--- src/rtl/gate_scheduler.sv ---
// rtl/gate_scheduler.sv - walks the gate list once per sequential circuit cycle and offers each gate to the garbling engine
module gate_scheduler #(
    parameter int S    = 20,
    parameter int CC_W = 16
) (
    input  logic              clk,
    input  logic              rst_n,
    input  logic              start,
    input  logic [CC_W-1:0]   num_cc,
    output logic              nl_start,
    input  logic              nl_done,
    input  logic [S-1:0]      gate_size,
    input  logic [3:0]        g_logic,
    output logic [S-1:0]      rd_addr,
    output logic              g_valid,
    input  logic              g_ready,
    output logic              g_last,
    output logic [CC_W-1:0]   cc_idx,
    output logic              cc_done,
    output logic [S+CC_W-1:0] nonxor_cnt,
    output logic              busy,
    output logic              done
);

    typedef enum logic [2:0] {IDLE, LOAD, ISSUE, CC_END, FIN} state_t;

    localparam logic [S-1:0]      S_ONE  = S'(1);
    localparam logic [CC_W-1:0]   CC_ONE = CC_W'(1);
    localparam logic [S+CC_W-1:0] NX_ONE = (S + CC_W)'(1);

    state_t              state_q, state_d;
    logic [CC_W-1:0]     num_cc_q, num_cc_d;
    logic [S-1:0]        gate_size_q, gate_size_d;
    logic [S-1:0]        rd_addr_q, rd_addr_d;
    logic [CC_W-1:0]     cc_idx_q, cc_idx_d;
    logic [S+CC_W-1:0]   nonxor_q, nonxor_d;
    logic                nl_start_q, nl_start_d;
    logic                last_gate;
    logic                non_free;

    always_ff @(posedge clk or negedge rst_n) begin
        if (!rst_n) begin
            state_q     <= IDLE;
            num_cc_q    <= '0;
            gate_size_q <= '0;
            rd_addr_q   <= '0;
            cc_idx_q    <= '0;
            nonxor_q    <= '0;
            nl_start_q  <= 1'b0;
        end else begin
            state_q     <= state_d;
            num_cc_q    <= num_cc_d;
            gate_size_q <= gate_size_d;
            rd_addr_q   <= rd_addr_d;
            cc_idx_q    <= cc_idx_d;
            nonxor_q    <= nonxor_d;
            nl_start_q  <= nl_start_d;
        end
    end

    assign last_gate = (rd_addr_q == gate_size_q - S_ONE);
    // XOR and XNOR are free under free-XOR garbling; everything else costs a table
    assign non_free  = (g_logic != 4'b0110) && (g_logic != 4'b1001);

    always_comb begin
        state_d     = state_q;
        num_cc_d    = num_cc_q;
        gate_size_d = gate_size_q;
        rd_addr_d   = rd_addr_q;
        cc_idx_d    = cc_idx_q;
        nonxor_d    = nonxor_q;
        nl_start_d  = 1'b0;
        case (state_q)
            IDLE: begin
                if (start) begin
                    num_cc_d   = num_cc;
                    nonxor_d   = '0;
                    cc_idx_d   = '0;
                    rd_addr_d  = '0;
                    nl_start_d = 1'b1;
                    state_d    = LOAD;
                end
            end
            LOAD: begin
                if (nl_done) begin
                    gate_size_d = gate_size;
                    rd_addr_d   = '0;
                    if (num_cc_q == '0 || gate_size == '0) state_d = FIN;
                    else                                    state_d = ISSUE;
                end
            end
            ISSUE: begin
                if (g_ready) begin
                    if (non_free && nonxor_q != '1) nonxor_d = nonxor_q + NX_ONE;
                    if (last_gate) state_d   = CC_END;
                    else           rd_addr_d = rd_addr_q + S_ONE;
                end
            end
            CC_END: begin
                if (cc_idx_q == num_cc_q - CC_ONE) begin
                    state_d = FIN;
                end else begin
                    cc_idx_d  = cc_idx_q + CC_ONE;
                    rd_addr_d = '0;
                    state_d   = ISSUE;
                end
            end
            FIN:     state_d = IDLE;
            default: state_d = IDLE;
        endcase
    end

    assign nl_start   = nl_start_q;
    assign rd_addr    = rd_addr_q;
    assign g_valid    = (state_q == ISSUE);
    assign g_last     = (state_q == ISSUE) && last_gate;
    assign cc_idx     = cc_idx_q;
    assign cc_done    = (state_q == CC_END);
    assign nonxor_cnt = nonxor_q;
    assign busy       = (state_q != IDLE);
    assign done       = (state_q == FIN);

endmodule

--- config.mk ---
export PLATFORM = sky130hd
export DESIGN_NAME = gate_scheduler
export DESIGN_NICKNAME = d
export VERILOG_FILES = /design/src/rtl/gate_scheduler.sv
export SDC_FILE = /design/constraint.sdc
export NUM_CORES = 1
export LEC_CHECK = 0
export CORE_MARGIN = 3
export CORE_UTILIZATION = 45
export CTS_BUF_LIST = sky130_fd_sc_hd__clkbuf_8
export DETAILED_ROUTE_END_ITERATION = 7
export PLACE_DENSITY = 0.79
export SYNTH_ARGS = -nofsm -noshare
export SYNTH_HDL_FRONTEND = slang
export SYNTH_SLANG_ARGS = --single-unit
--- constraint.sdc ---
create_clock -name clk -period 6.2 [get_ports clk]
set_input_delay 1.24 -clock clk [delete_from_list [all_inputs] [get_ports clk]]
set_output_delay 1.24 -clock clk [all_outputs]
set_load 0.005 [all_outputs]
Yosys cells after proc, flatten, opt, wreduce, memory -nomap -nowiden
Index checks and enable logic that the tools add are counted.
{ "totals": {"ff_bits": 112, "latch_bits": 0, "ramBits": 0, "mem_bits_ro": 0, "inputBits": 45, "word_cells": 67, "mem_count": 0} }
{ "classes": {"n_addsub": 5, "mul": 0, "div": 0, "order_cmp": 0, "n_eq_ne": 16, "n_shift": 0, "muxes": 22, "n_bitwise": 0, "reduce_logical": 17} }
{ "op_table": {"columns": ["operator", "count"], "rows": [
  ["36-bit two-way mux", 3],
  ["20-bit two-way mux", 5],
  ["20-bit case mux with 4 select lines", 1],
  ["36-bit case mux with 2 select lines", 1],
  ["36-bit by 1-bit adder with 36-bit output, second input constant", 1],
  ["36-bit inequality test, second input constant", 1],
  ["16-bit two-way mux", 2],
  ["16-bit case mux with 2 select lines", 1],
  ["20-bit by 1-bit adder with 20-bit output, second input constant", 1],
  ["20-bit == test", 1],
  ["20-bit zero test", 1],
  ["20-bit by 1-bit subtractor with 20-bit output, second input constant", 1],
  ["3-bit two-way mux", 6],
  ["16-bit by 1-bit adder with 16-bit output, second input constant", 1],
  ["16-bit == test", 1],
  ["16-bit zero test", 1],
  ["16-bit by 1-bit subtractor with 16-bit output, second input constant", 1],
  ["3-bit case mux with 4 select lines", 1],
  ["2-bit inequality test, second input constant", 4],
  ["4-bit AND reduction", 2],
  ["3-bit by 2-bit == test with 1-bit output, second input constant", 2],
  ["2-bit by 1-bit inequality test with 1-bit output, second input constant", 3],
  ["6-bit AND reduction", 1],
  ["4-bit by 3-bit inequality test with 1-bit output, second input constant", 1],
  ["other kinds (12)", 17]
]} }

Depth between registers and ports, before layout
{ "logic_depth": {"word_depth": 6, "depth_mapped": 13, "depth_no_buf": 11} }

Worst setup path before layout
OpenSTA, ideal clock, no wires.
{ "synth_timing": {"kind": "register to output", "start": "reg gate_size_q[0]", "end": "out g_last", "arrival_ps": 2748, "t_required_ps": 4960, "path_slack_ps": 2212, "stages_incl_launch_ff": 12, "n_path_buf": 2, "cell_sequence": "dfrtp_1 -> inv_1 -> ha_1 -> or4b_1 -> clkbuf_1 -> nor3_1 -> mux2i_1 -> mux2i_1 -> nor4b_1 -> nand4_1 -> inv_2 -> clkbuf_1"} }
{ "synth_via": {"elab_chain_cells": 3} }
{ "synth_lines": {"columns": ["item", "line_no", "source"], "rows": [
  ["start, declared", "33", "logic [S-1:0] gate_size_q, gate_size_d;"],
  ["start signal, assigned", "53", "gate_size_q <= gate_size_d;"],
  ["20-bit by 1-bit subtractor with 20-bit output", "61", "assign last_gate = (rd_addr_q == gate_size_q - S_ONE);"],
  ["20-bit == test", "61", null],
  ["1-bit logical AND", "116", "assign g_last = (state_q == ISSUE) && last_gate;"],
  ["end, declared", "17", "output logic g_last,"]
]} }
Every way passes these cells.

Worst setup path in the final report
Same ends and word-level chain as after synthesis.

==> impl_metrics.tcl <==
set metrics [dict create \
    status "finished, final reports clean" \
    cts-htree-levels 3 \
    internal_power_w 0.00161 \
    fin_crit_sh 0.836 \
    synth_cells 788 \
    via_per_inst 5.83 \
    worst_slew_pin_slew_ns 1.05 \
    cpLargestDelayFamily "simple AND/OR/NAND/NOR gates" \
    p_total_w 0.00265 \
    dpl.hpwl_um 13300 \
    synth_cell_types 64 \
    cp.required_ns 4.96 \
    antenna_cells 0 \
    netSwitchingPower_w 0.00104 \
    layout_commonest_cell "clkdlybuf4s50_1" \
    port-buffer-count 122 \
    routed_wl_um 18300 \
    ff_latch_area_mm2 0.00280 \
    die_area_mm2 0.0166 \
    cts_tree "done" \
    min_path_type "reg -> reg" \
    crit_fanout 15 \
    drive_gt1_frac 0.0605 \
    postCtsSetupBuffers 0 \
    comb_power_share 0.371 \
    switching_share 0.393 \
    rows 44 \
    synthArstFlopShare 1.00 \
    critical_path.most_common_cell "mux2i_1" \
    numCtsBuffers 9 \
    synth_edf_count 0 \
    antenna_found_initial 0 \
    ctsResizeCount 0 \
    clockRootBuffer "clkbuf_8" \
    syn_to_final_growth_pct 23.0 \
    drtPass1Iterations 7 \
    coreArea_mm2 0.0146 \
    gp_congestion 0.912 \
    maxCapViolations 0 \
    synth_fp_nets 838 \
    dieWidth_um 129 \
    slew_violations 0 \
    drc 0 \
    clock_path_buffers 2 \
    placed_area_mm2 0.00816 \
    hold_buffers 0 \
    relSlewSlack 0.299 \
    crit_buf_inv 3 \
    max_stage_delay_ns 0.62 \
    cp-end-kind "output port" \
    synth.ff_latch_count 112 \
    n_fill_cell 1321 \
    grt_pass1_wl_um 30000 \
    cts_sinks 112 \
    fin_crit_ns 5.18 \
    setup_tns_ns 0 \
    arrival_ns 3.94 \
    clkLatencyLatePin_ns 0.40 \
    io_pins 123 \
    p_seq_frac 0.449 \
    synthesis.area_mm2 0.00681 \
    syn_area_per_cell_um2 8.64 \
    leakage_nw 3.38 \
    synth.yosys.seq_area_share 0.412 \
    drtIter0Drc 480 \
    max-vdd-ir-drop_mv 0.131 \
    worstSetupPathType "reg -> out" \
    synth_ff_type "dfrtp_1" \
    clk_pin_slew_ns 0.11 \
    nNetsFinal 937 \
    grt_start_max_net_pins 81 \
    final_area_mm2 0.00837 \
    antenna_left 0 \
    rsz0062_at_grt "false" \
    grt_use_total 0.225 \
    crit_chain "inv_1, ha_1, or4b_1, nor3_1, mux2i_1, mux2i_1, nor4b_1, nand4_1, inv_2, clkdlybuf4s50_1" \
    layout_common_cells "clkdlybuf4s50_1 (121), dfrtp_1 (112), nand2_1 (98)" \
    fin_worst_skew_ns 0.0170 \
    die_h_um 129 \
    setup_ws_ns 1.02 \
    ys_warn_count 0 \
    grt_remaining_overflow 0 \
    start_kind "flip-flop" \
    first_global_vias 5933 \
    max_clock_freq_ghz 0.193 \
    wl_per_cell_um 17.0 \
    setup_viol 0 \
    multiInputGateArea_mm2 0.00377 \
    powerDensity_mw_per_mm2 317 \
    crit_path_top_delay_cell "or4b_1" \
    post-place-ws_ns 1.48 \
    initial_core_util 0.465 \
    hold_viol 0 \
    num_vias 6271 \
    clkPwrFrac 0.179 \
]
==> synthesized netlist by cell type, types with 3 or more instances <==
library cell,number,area [µm²]
dfrtp_1,112,2800
a21o_1,4,30.0
o22ai_1,3,18.8
nand2b_1,5,31.3
mux2i_1,8,80.1
a21boi_0,3,22.5
nor4b_1,6,52.6
nor4bb_1,4,40.0
o21ai_0,39,195
clkbuf_1,36,135
xor2_1,15,131
or3_1,24,150
nand3_1,40,200
nor4_1,25,156
and3_1,18,113
and2_1,7,43.8
or2_2,6,37.5
nor2_1,70,263
xnor2_1,61,534
inv_1,24,90.1
a211oi_1,4,30.0
mux2_2,15,169
nand2_1,98,368
nor3_1,29,145
nand4_1,30,188
and4_1,6,52.6
or4_1,7,52.6
o211ai_1,7,52.6
ha_1,5,62.6
nand3b_1,7,52.6
nor3b_1,6,45.0
a21oi_1,23,115
==> cell type report <==
class,count,share of cell area
clock buffers,9,0.0148
clock inverters,7,0.0105
inverters,26,0.0117
multi-input cells,611,0.451
flip-flops and latches,112,0.335
well taps,184,0.0275
repair buffers,127,0.150
==> path summary, 6_finish.rpt <==
path / start / end / slack, ns / depth (start not counted)
max in group asynchronous: rst_n / cc_idx[11]$_DFFE_PN0P_ / 4.17 / 2
worst max-delay path: gate_size_q[0]$_DFFE_PN0P_ / g_last / 1.02 / 10
worst max register to register: num_cc_q[0]$_DFFE_PN0P_ / rd_addr[14]$_DFFE_PN0P_ / 2.34 / 10
worst min register to register: num_cc_q[15]$_DFFE_PN0P_ / num_cc_q[15]$_DFFE_PN0P_ / 0.57 / 2
worst min-delay path: num_cc_q[15]$_DFFE_PN0P_ / num_cc_q[15]$_DFFE_PN0P_ / 0.57 / 2
min in group asynchronous: rst_n / rd_addr[5]$_DFFE_PN0P_ / 1.02 / 1
==> routing by layer <==
metal	GRT usage	share of wire
met1	0.315	0.47
met2	0.352	0.45
met3	0.0560	0.062
met4	0.0537	0.015
met5	0	0
==> worst register-to-register path, stage by stage, from the launching register on <==
cell      delay, ns
dfrtp_1        0.49
inv_1          0.14
ha_1           0.24
nor3b_1        0.54
nand3_1        0.22
a211oi_1       0.28
o22ai_1        0.14
or4_4          0.68
and2_1         0.44
or4_1          0.57
nand2_1        0.07
==> per-stage QoR <==
step | utilization | std cells | hold WS, ns
floorplan | - | 788 | 0.489
global placement | 0.557 | 1060 | 0.516
detailed placement | 0.557 | 1060 | 0.527
CTS | 0.572 | 1076 | 0.564
global route | 0.572 | 1076 | 0.593
finish | 0.572 | 1076 | 0.565
==> power groups by stage <==
| stage | registers [W] | logic, W | clock network (W) |
|---|---|---|---|
| finish | 0.00119 | 0.000986 | 0.000476 |
| global route | 0.00123 | 0.00110 | 0.000520 |
| CTS | 0.00119 | 0.000988 | 0.000489 |
| detailed placement | 0.00120 | 0.000982 | 0 |
| global placement | 0.00119 | 0.000967 | 0 |
| floorplan | 0.00110 | 0.000725 | 0 |
==> logic make-up after synthesis <==
| group | synth area share |
|---|---|
| multiplexers | 0.0366 |
| AND/OR/NAND/NOR | 0.303 |
| adder cells (fa/ha/maj) | 0.00919 |
| XOR/XNOR | 0.0978 |
| buffers and inverters | 0.0382 |
| AO/OA/AOI/OAI | 0.103 |
| flip-flops | 0.412 |
==> registers in the layout, indices dropped and copies added, names as in the netlist <==
| name | count |
|---|---|
| state_q | 3 |
| cc_idx | 16 |
| nl_start | 1 |
| nonxor_cnt | 36 |
| rd_addr | 20 |
| gate_size_q | 20 |
| num_cc_q | 16 |
No activity file was read; power rests on OpenSTA's default activity.
